===== src/rtl/ddr_port_arbiter.sv =====
// Multi-port front end for the DDR controller user interface: independent read and
// write arbiters (round-robin or fixed priority), write-burst locking, tagged read return.
module ddr_port_arbiter #(
    parameter int PORTS       = 4,
    parameter int OWNERS      = 2,
    parameter int UADDR       = 23,
    parameter int UWIDTH      = 32,
    parameter int UBYTES      = 4,
    parameter int ROUND_ROBIN = 1
) (
    input  logic                      clock_i,
    input  logic                      reset_ni,

    input  logic [PORTS-1:0]          p_rd_req_i,
    input  logic [PORTS-1:0]          p_rd_block_i,
    input  logic [PORTS*UADDR-1:0]    p_rd_addr_i,
    output logic [PORTS-1:0]          p_rd_ack_o,

    input  logic [PORTS-1:0]          p_wr_req_i,
    input  logic [PORTS-1:0]          p_wr_block_i,
    input  logic [PORTS*UADDR-1:0]    p_wr_addr_i,
    input  logic [PORTS*UBYTES-1:0]   p_wr_bes_ni,
    input  logic [PORTS*UWIDTH-1:0]   p_wr_data_i,
    output logic [PORTS-1:0]          p_wr_ack_o,

    output logic [PORTS-1:0]          p_rd_ready_o,
    output logic [UWIDTH-1:0]         p_rd_data_o,

    output logic                      rd_req_o,
    output logic                      rd_block_o,
    output logic [OWNERS-1:0]         rd_owner_o,
    output logic [UADDR-1:0]          rd_addr_o,
    input  logic                      rd_busy_i,

    output logic                      wr_req_o,
    output logic                      wr_block_o,
    output logic [UADDR-1:0]          wr_addr_o,
    output logic [UBYTES-1:0]         wr_bes_no,
    output logic [UWIDTH-1:0]         wr_data_o,
    input  logic                      wr_busy_i,

    input  logic [OWNERS-1:0]         rd_owner_i,
    input  logic [UWIDTH-1:0]         rd_data_i,
    input  logic                      rd_ready_i
);

    // Handshake: a port request is consumed on the rising edge where its p_*_ack_o bit
    // is 1; acks are combinational, only raised while the matching *_busy_i is 0, and the
    // accepted request appears on the controller side for exactly one cycle afterwards.

    typedef enum logic {
        WR_IDLE = 1'b0,
        WR_LOCK = 1'b1
    } wr_state_t;

    wr_state_t         wr_state;
    wr_state_t         wr_state_next;

    logic [OWNERS-1:0] rd_last;
    logic [OWNERS-1:0] wr_last;
    logic [OWNERS-1:0] lock_port;

    logic [PORTS-1:0]  rd_elig;
    logic [PORTS-1:0]  wr_elig;
    logic [PORTS-1:0]  lock_mask;
    logic [PORTS-1:0]  rd_onehot;
    logic [PORTS-1:0]  wr_onehot;

    logic              rd_found;
    logic              wr_found;
    logic [OWNERS-1:0] rd_sel;
    logic [OWNERS-1:0] wr_sel;
    logic              rd_sel_block;
    logic              wr_sel_block;

    // Returns {found, index}; the search starts after the last winner in round-robin mode.
    function automatic logic [OWNERS:0] arb_pick(input logic [PORTS-1:0] elig,
                                                  input logic [OWNERS-1:0] last);
        logic [OWNERS:0] res;
        int              base;
        int              idx;
        res  = '0;
        base = (ROUND_ROBIN != 0) ? (int'(last) + 1) % PORTS : 0;
        for (int i = PORTS - 1; i >= 0; i--) begin
            idx = (base + i) % PORTS;
            if (|(elig & (PORTS'(1) << idx))) begin
                res = {1'b1, idx[OWNERS-1:0]};
            end
        end
        return res;
    endfunction

    always_comb begin
        rd_elig               = rd_busy_i ? '0 : p_rd_req_i;
        {rd_found, rd_sel}    = arb_pick(rd_elig, rd_last);
        rd_onehot             = PORTS'(1) << rd_sel;
        rd_sel_block          = |(p_rd_block_i & rd_onehot);
        p_rd_ack_o            = (rd_found && reset_ni) ? rd_onehot : '0;
    end

    // While locked only the burst owner may be acked, even if it is momentarily idle.
    always_comb begin
        lock_mask             = PORTS'(1) << lock_port;
        wr_elig               = '0;
        if (!wr_busy_i) begin
            wr_elig = (wr_state == WR_LOCK) ? (p_wr_req_i & lock_mask) : p_wr_req_i;
        end
        {wr_found, wr_sel}    = arb_pick(wr_elig, wr_last);
        wr_onehot             = PORTS'(1) << wr_sel;
        wr_sel_block          = |(p_wr_block_i & wr_onehot);
        p_wr_ack_o            = (wr_found && reset_ni) ? wr_onehot : '0;
    end

    always_comb begin
        wr_state_next = wr_state;
        case (wr_state)
            WR_IDLE: if (wr_found && wr_sel_block)  wr_state_next = WR_LOCK;
            WR_LOCK: if (wr_found && !wr_sel_block) wr_state_next = WR_IDLE;
            default: wr_state_next = WR_IDLE;
        endcase
    end

    always_ff @(posedge clock_i or negedge reset_ni) begin
        if (!reset_ni) begin
            wr_state  <= WR_IDLE;
            lock_port <= '0;
        end else begin
            wr_state <= wr_state_next;
            if (wr_found) begin
                lock_port <= wr_sel;
            end
        end
    end

    always_ff @(posedge clock_i or negedge reset_ni) begin
        if (!reset_ni) begin
            rd_req_o   <= 1'b0;
            rd_block_o <= 1'b0;
            rd_owner_o <= '0;
            rd_addr_o  <= '0;
            rd_last    <= OWNERS'(PORTS - 1);
        end else begin
            rd_req_o <= rd_found;
            if (rd_found) begin
                rd_block_o <= rd_sel_block;
                rd_owner_o <= rd_sel;
                rd_addr_o  <= p_rd_addr_i[int'(rd_sel)*UADDR +: UADDR];
                rd_last    <= rd_sel;
            end
        end
    end

    always_ff @(posedge clock_i or negedge reset_ni) begin
        if (!reset_ni) begin
            wr_req_o   <= 1'b0;
            wr_block_o <= 1'b0;
            wr_addr_o  <= '0;
            wr_bes_no  <= '0;
            wr_data_o  <= '0;
            wr_last    <= OWNERS'(PORTS - 1);
        end else begin
            wr_req_o <= wr_found;
            if (wr_found) begin
                wr_block_o <= wr_sel_block;
                wr_addr_o  <= p_wr_addr_i[int'(wr_sel)*UADDR +: UADDR];
                wr_bes_no  <= p_wr_bes_ni[int'(wr_sel)*UBYTES +: UBYTES];
                wr_data_o  <= p_wr_data_i[int'(wr_sel)*UWIDTH +: UWIDTH];
                wr_last    <= wr_sel;
            end
        end
    end

    // Returns tagged with a non-existent owner still drive the data bus but raise no ready.
    always_ff @(posedge clock_i or negedge reset_ni) begin
        if (!reset_ni) begin
            p_rd_ready_o <= '0;
            p_rd_data_o  <= '0;
        end else begin
            p_rd_ready_o <= '0;
            if (rd_ready_i) begin
                p_rd_data_o <= rd_data_i;
                if (int'(rd_owner_i) < PORTS) begin
                    p_rd_ready_o <= PORTS'(1) << rd_owner_i;
                end
            end
        end
    end

endmodule


===== config.mk =====
export PLATFORM = sky130hd
export DESIGN_NAME = ddr_port_arbiter
export DESIGN_NICKNAME = d
export VERILOG_FILES = /design/src/rtl/ddr_port_arbiter.sv
export SDC_FILE = /design/constraint.sdc
export NUM_CORES = 1
export LEC_CHECK = 0
export ABC_AREA = 1
export BUFFER_PORTS_ARGS = -buffer_cell sky130_fd_sc_hd__buf_4
export CAP_MARGIN = 20
export CORE_AREA = 2 2 203 205
export CTS_CLUSTER_SIZE = 25
export DETAILED_ROUTE_END_ITERATION = 6
export DIE_AREA = 0 0 205 207
export PLACE_DENSITY = 0.46
export SYNTH_ARGS = -nofsm -noshare
export SYNTH_HDL_FRONTEND = slang
export SYNTH_SLANG_ARGS = --single-unit

===== constraint.sdc =====
create_clock -name clock_i -period 4.6 [get_ports clock_i]
set_input_delay 0.23 -clock clock_i [delete_from_list [all_inputs] [get_ports clock_i]]
set_output_delay 0.23 -clock clock_i [all_outputs]
set_load 0.03 [all_outputs]

==> impl_metrics.csv, run 1 <==
group,metric,value,unit
outcome,outcome,"complete, but fails checks",
outcome,violations,"design-rule violations",
power_and_ir_drop,internal-power,5.015,mW
place,portBuffers,514,
sta,fin_setup_tns,0,ns
floorplanning,boundaryPins,515,
worst_setup_path,worstPathRequired,4.37,ns
clock_network,cts-resized-gates,0,
layout,diodes,0,
worst_setup_path,crit_fanout,81,
yosys,syn-cell-area,8377,sq um
floorplanning,rows,74,
power_and_ir_drop,ir_drop,0.0007392,V
clock_network,cts_buffer_depth,2,
grt,grt_pass1_wl,59.91,mm
worst_setup_path,cp-end-kind,"output port",
worst_hold_path,hp-class,"primary input to register",
yosys,synth_edf_count,0,
grt,grt_pass1_vias,10420,
clock_network,h-tree-depth,4,
sta,setup_violations,0,
clock_network,cts-root-buf,"clkbuf_16",
worst_setup_path,cp-startpoint,"wr_last[0]",
sta,fin_crit,3.769,ns
grt,grt_usage,18.27,%
clock_network,cts_inserted_buffers,17,
sta,finalWorstSetupSlack,0.8315,ns
clock_network,clk_latency,0.45,ns
power_and_ir_drop,p_leak,7.589,nW
yosys,synth_seq_cells,130,
yosys,ys_seq_area_share,38.89,%
sta,fmax,0.2654,GHz
place,dp_hpwl,28.62,mm
sta,slew_headroom,38.43,%
floorplanning,dieArea,42440,sq um
route,ant_nets,0,
sta,fin_crit_sh,81.92,%
worst_setup_path,rr_startpoint,"wr_last[0]",
yosys,synth_area_per_cell,6.332,sq um
sta,finalClockSkew,0.01286,ns
yosys,syn_inst,1323,
route,drt_iter0_drc,507,
route,routed_wl,39.09,mm
worst_setup_path,r2r_setup_slack,1.16,ns
route,drc_errors,4,
yosys,yosys.area.top_type,"dfrtp_1",
layout,syn2layout_area_growth,62.23,%
sta,report.final.slew_viol_count,0,
clock_network,cts_tree,"built",
yosys,syn_nets,1718,
route,vias_per_cell,4.401,
place,place_congestion,0.8516,
grt,grt_max_degree,82,
grt,overflow,0,
sta,rsz0062_at_grt,"no",
power_and_ir_drop,power.switching,6.676,mW
sta,final_hold_viol_count,0,
sta,tightest_slew,0.9214,ns
layout,final_nets,2219,
layout,drive_gt1_share,31.74,%
place,pre_cts_slack,1.091,ns
place,place_inst,2299,
worst_setup_path,worst-r2r-cell-count,14,
clock_network,clkSlewWorstSetupHoldPaths,0.07,ns
power_and_ir_drop,power_frac_comb,72.1,%
worst_setup_path,cp-start-kind,"register",
floorplanning,die_h,207,um
route,num_vias,10430,
clock_network,cts.sinks,130,
floorplanning,die_x,205,um
yosys,synth.area.top_cells,"dfrtp_1, nand2_1, nand3_1, buf_2, ha_1",
yosys,yosysMostFrequentCell,"nand2_1",
yosys,netlist_top_cells_count,"nand2_1, nand3_1, dfrtp_1",
worst_setup_path,regToRegEndpoint,"wr_data_o[20]",
run,drv_cap,0,
layout,final.fill_count,4443,
power_and_ir_drop,seqPwrFrac,16.5,%
power_and_ir_drop,pwr_density_cell,860.3,nW/um^2
floorplanning,core-area,40370,sq um
clock_network,post_cts_buffers,0,
yosys,async_flop_share,100.0,%
worst_setup_path,path_class,"register to output port",
yosys,synth_top_area_share,37.64,%
floorplanning,initial_core_util,20.75,%
route,drtPass1Iterations,7,
worst_setup_path,arrival,3.54,ns
worst_setup_path,crit_end,"p_wr_ack_o[3]",
power_and_ir_drop,swShare,57.10,%
yosys,ys.flop_type,"dfrtp_1",
power_and_ir_drop,p_clk_share,11.4,%
grt,antenna_found_initial,0,
layout,fin_cells,2369,
yosys,synth_cell_types,26,
yosys,ys_warn_count,0,
route,wl_per_cell,16.50,um
[kinds of logic (layout without fill, tap and decap cells)]
| group | Yosys count | count (layout) | share of synthesized area, % |
|---|---|---|---|
| AND/OR/NAND/NOR | 1051 | 1051 | 51.55 |
| AO/OA/AOI/OAI | 15 | 15 | 0.9858 |
| flip-flops | 130 | 130 | 38.89 |
| adder cells (fa/ha/maj) | 12 | 12 | 1.792 |
| buffers and inverters | 115 | 629 | 6.781 |
[power groups by stage]
stage / Combinational [mW] / Sequential, mW / Clock (mW)
after CTS: 8.61 / 1.93 / 1.39
after floorplan: 5.17 / 2.69 / 0
final: 8.43 / 1.93 / 1.33
after detailed placement: 8.58 / 1.94 / 0
after global routing: 9.54 / 1.99 / 1.43
after global placement: 8.53 / 1.94 / 0
[layer usage]
| metal | share of wire, % | vias up | track usage [%] |
|---|---|---|---|
| li1 | - | 5172 | - |
| met1 | 40 | 4847 | 21.58 |
| met2 | 50 | 369 | 32.08 |
| met3 | 7.8 | 38 | 4.972 |
| met4 | 1.9 | 0 | 5.383 |
| met5 | 0 | - | 0 |
[cell usage in the layout, fill, tap and decap left out, types with 2 or more instances in the layout]
master,netlist,final
nand4_1,3,3
nand2_4,0,2
ha_1,12,12
inv_8,0,2
a21oi_1,3,3
dfrtp_1,126,126
nor2_1,25,25
buf_4,11,523
buf_16,0,2
clkbuf_16,0,17
buf_12,0,3
nand2_1,761,761
inv_1,23,23
dlygate4sd3_1,0,36
clkinvlp_4,0,2
o21ai_1,2,2
nor2_4,4,5
inv_6,0,8
o21ai_0,7,7
nor3_1,12,12
inv_2,7,7
nand3_1,239,239
dfstp_2,4,4
[final cells by class]
type                            instances  area, sq um  share of cell area [%]
Timing Repair Buffer                  566         4428                   32.58
Clock buffer                           19        442.9                   3.259
Tap cell                              532        665.6                   4.898
Inverter                               31        116.4                  0.8563
Sequential cell                       130         3258                   23.98
Clock inverter                         13        112.6                  0.8287
Multi-Input combinational cell       1078         4566                   33.60
[registers in the layout, summed over array words and instances (netlist names), 2 cells and up]
signal,count
wr_last,2
p_rd_data_o,32
rd_owner_o,2
wr_data_o,32
wr_bes_no,4
rd_addr_o,23
p_rd_ready_o,4
rd_last,2
lock_port,2
wr_addr_o,23
[stage by stage]
step | hold WS (ns) | power, mW | util (%) | cell area (sq um)
after global placement | 0.2911 | 10.46 | 31.22 | 12600
after CTS | 0.06273 | 11.93 | 33.56 | 13550
after global routing | 0.08743 | 12.95 | 33.66 | 13590
after detailed placement | 0.2929 | 10.52 | 31.29 | 12630
final | 0.09335 | 11.69 | 33.66 | 13590
after floorplan | -0.06559 | 7.857 | - | 8377
[worst min-delay path by stage]
stage                    startpoint  slack, ns  cells past startpoint            end
detailed placement         reset_ni       0.29                      1   wr_addr_o[1]
global placement           reset_ni       0.29                      1   wr_addr_o[1]
finish              p_rd_addr_i[79]       0.09                      5  rd_addr_o[10]
floorplan                  reset_ni      -0.07                      0   lock_port[0]
global route        p_rd_addr_i[54]       0.09                      5   rd_addr_o[8]
CTS                 p_rd_addr_i[82]       0.06                      5  rd_addr_o[13]
[worst max-delay path: stages, from the launching register on]
cell     delay (ns)
dfstp_2        0.58
inv_1          0.12
ha_1           0.27
nand3_1        0.10
nand2_1        0.10
nor2_4         0.15
inv_1          0.07
nor2_1         0.13
nand3_2        0.13
nand2_4        0.32
buf_4          0.76
nor3_1         0.09
buf_4          0.21
[what timing repair did]
item,4_1_cts,5_1_grt
hold buffers,36,0
endpoints found under the hold margin,91,0
setup endpoints to repair,0,0
Note: power is estimated with default switching activity, not from simulation.
==> run 2: changes to the inputs <==
==> constraint.sdc (replaced) <==
create_clock -name clock_i -period 3.8 [get_ports clock_i]
set_input_delay 0.19 -clock clock_i [delete_from_list [all_inputs] [get_ports clock_i]]
set_output_delay 0.19 -clock clock_i [all_outputs]
set_load 0.03 [all_outputs]
==> run 2 against run 1 <==
  * The flow now finishes without violations
  * Via count decreased by 0.37%
  * Die area unchanged
  * Combinational power increased by 22%
  * Register-to-register slack got worse by 0.35 ns
  * Sequential share of layout area decreased by 0.17 points
  * Final cell count increased by 0.34%
  * Hold slack got worse by 0.034 ns
  * Setup slack got worse by 0.42 ns
  * Total power increased by 23%
  * Highest routed layer unchanged
  * Critical path type unchanged
  * First-iteration DRC count increased by 2.8%
  * Clock power increased by 32%
==> impl_metrics.csv, run 2 (same netlist as run 1, synthesis figures left out) <==
group,metric,value,unit
sta,fin_setup_tns,0,ns
layout,fin_cells,2377,
worst_setup_path,cp-start-kind,"register",
worst_setup_path,crit_fanout,57,
route,drtPass1Iterations,5,
floorplanning,die_h,207,um
power_and_ir_drop,seqPwrFrac,16.2,%
power_and_ir_drop,p_clk_share,12.2,%
clock_network,cts_buffer_depth,2,
layout,final.fill_count,4535,
power_and_ir_drop,power.switching,8.004,mW
worst_setup_path,worst-path-stages,12,
sta,setup_violations,0,
clock_network,cts-resized-gates,0,
clock_network,ctsHoldBuffers,36,
worst_setup_path,critPathTopFamily,"simple AND/OR/NAND/NOR gates",
layout,multi_input_area,4566,sq um
grt,grt_usage,18.11,%
worst_setup_path,crit_path_top_delay_cell,"dfstp_2",
route,drt_iter0_drc,521,
sta,fin_crit,3.389,ns
clock_network,cts_tree,"built",
worst_setup_path,worstPathRequired,3.61,ns
power_and_ir_drop,pwr_density_cell,1048,nW/um^2
floorplanning,die_x,205,um
layout,reg_top3,"p_rd_data_o: 32 flops, wr_data_o: 32 flops",
sta,fmax,0.2951,GHz
route,num_vias,10390,
worst_hold_path,whs_path_depth,5,
clock_network,cts-root-buf,"clkbuf_16",
layout,final_common_cell,"nand2_1",
worst_setup_path,path_buf_inv,3,
clock_network,post_cts_buffers,0,
sta,final_hold_viol_count,0,
worst_setup_path,worst-r2r-cell-count,16,
route,wl_per_cell,16.36,um
worst_hold_path,hp-class,"primary input to register",
floorplanning,rows,74,
floorplanning,boundaryPins,515,
layout,final_nets,2227,
route,drc_errors,0,
worst_setup_path,path_class,"register to output port",
run,drv_cap,0,
grt,grt_pass1_vias,10500,
floorplanning,dieArea,42440,sq um
place,portBuffers,514,
floorplanning,initial_core_util,20.75,%
layout,final_cell_mix,"nand2_1, buf_4, nand3_1, dfrtp_1, dlygate4sd3_1",
outcome,outcome,"finished clean",
clock_network,clk_latency,0.44,ns
power_and_ir_drop,power_frac_comb,71.6,%
power_and_ir_drop,ir_drop,0.0007087,V
grt,grt_max_degree,110,
power_and_ir_drop,internal-power,6.342,mW
place,place_inst,2309,
sta,slew_headroom,33.89,%
layout,finalInstanceArea,13690,sq um
power_and_ir_drop,p_leak,7.650,nW
floorplanning,core-area,40370,sq um
route,ant_nets,0,
sta,rsz0062_at_grt,"no",
clock_network,h-tree-depth,4,
grt,grt_pass1_wl,59.22,mm
layout,drive_gt1_share,32.09,%
sta,report.final.slew_viol_count,0,
grt,overflow,0,
worst_setup_path,slowest_delay,0.58,ns
place,place_congestion,0.8741,
place,postPlaceCellArea,12720,sq um
sta,fin_crit_sh,89.19,%
clock_network,cts.sinks,130,
layout,register_area,3258,sq um
clock_network,clkSlewWorstSetupHoldPaths,0.07,ns
worst_setup_path,cp_cell_sequence,"inv_1, ha_1, nand3_1, nand2_2, nor2_4, nand2_1, nand2_1, nand3_1, nand2_4, buf_4, nor3_1, buf_4",
layout,syn2layout_area_growth,63.38,%
sta,tightest_slew,0.9916,ns
power_and_ir_drop,swShare,55.79,%
worst_setup_path,cp-end-kind,"output port",
clock_network,cts_inserted_buffers,17,
route,routed_wl,38.88,mm
place,dp_hpwl,29.31,mm
grt,antenna_found_initial,0,
sta,finalClockSkew,0.006795,ns
worst_setup_path,arrival,3.20,ns
layout,diodes,0,
route,vias_per_cell,4.370,
-- run 2: cell types whose count changed in the layout (fill, tap and decap cells not counted), moves of 2 or more --
cell,previous run,this run
inv_6,8,5
buf_4,523,532
bufinv_16,0,2
clkinv_4,0,2
-- run 2: worst register-to-register path, delay by kind of cell, from the launching register on --
family	cells	cell delay [ns]
flops	1	0.58
buf+inv	2	0.49
fa+ha+maj	1	0.27
simple gates	13	1.60
-- run 2: cell type report --
| cell class | count | area share (%) |
|---|---|---|
| clock buffer | 18 | 3.209 |
| clock inverter | 14 | 1.225 |
| inverter | 31 | 0.8503 |
| multi-input combinational | 1078 | 33.36 |
| sequential | 130 | 23.81 |
| tap | 532 | 4.864 |
| timing repair buffer | 574 | 32.68 |
-- run 2: per-layer routing --
metal / track usage (%) / up-vias / routed length (um)
li1: - / 5188 / -
met1: 20.60 / 4793 / 15450
met2: 31.91 / 364 / 19510
met3: 5.396 / 42 / 2971
met4: 6.400 / 0 / 952
met5: 0 / - / 0
-- run 2: final timing paths --
kind / startpoint / endpoint / slack, ns
worst min register to register: p_rd_data_o[4] / p_rd_data_o[4] / 0.47
worst max-delay path: wr_last[0] / p_wr_ack_o[3] / 0.41
min in group asynchronous: reset_ni / rd_addr_o[21] / 0.34
worst min-delay path: p_rd_addr_i[50] / rd_addr_o[4] / 0.06
max in group asynchronous: reset_ni / p_rd_data_o[7] / 1.99
worst max register to register: wr_last[0] / wr_addr_o[17] / 0.81
-- run 2: through the flow --
stage	worst slack, ns	hold slack, ns	power [mW]	utilization, %
after global placement	0.8077	0.2546	12.75	31.44
after detailed placement	0.7795	0.2517	12.78	31.51
after floorplan	1.044	-0.1056	9.511	-
after CTS	0.3526	0.02750	14.64	33.90
after global routing	0.09897	0.05051	15.90	33.90
final	0.4109	0.05941	14.35	33.90
-- run 2: power groups by stage --
stage | clock, mW | sequential, mW | combinational [mW]
floorplan | 0 | 3.26 | 6.25
global placement | 0 | 2.34 | 10.4
detailed placement | 0 | 2.34 | 10.4
CTS | 1.82 | 2.33 | 10.5
global route | 1.88 | 2.40 | 11.6
finish | 1.75 | 2.33 | 10.3
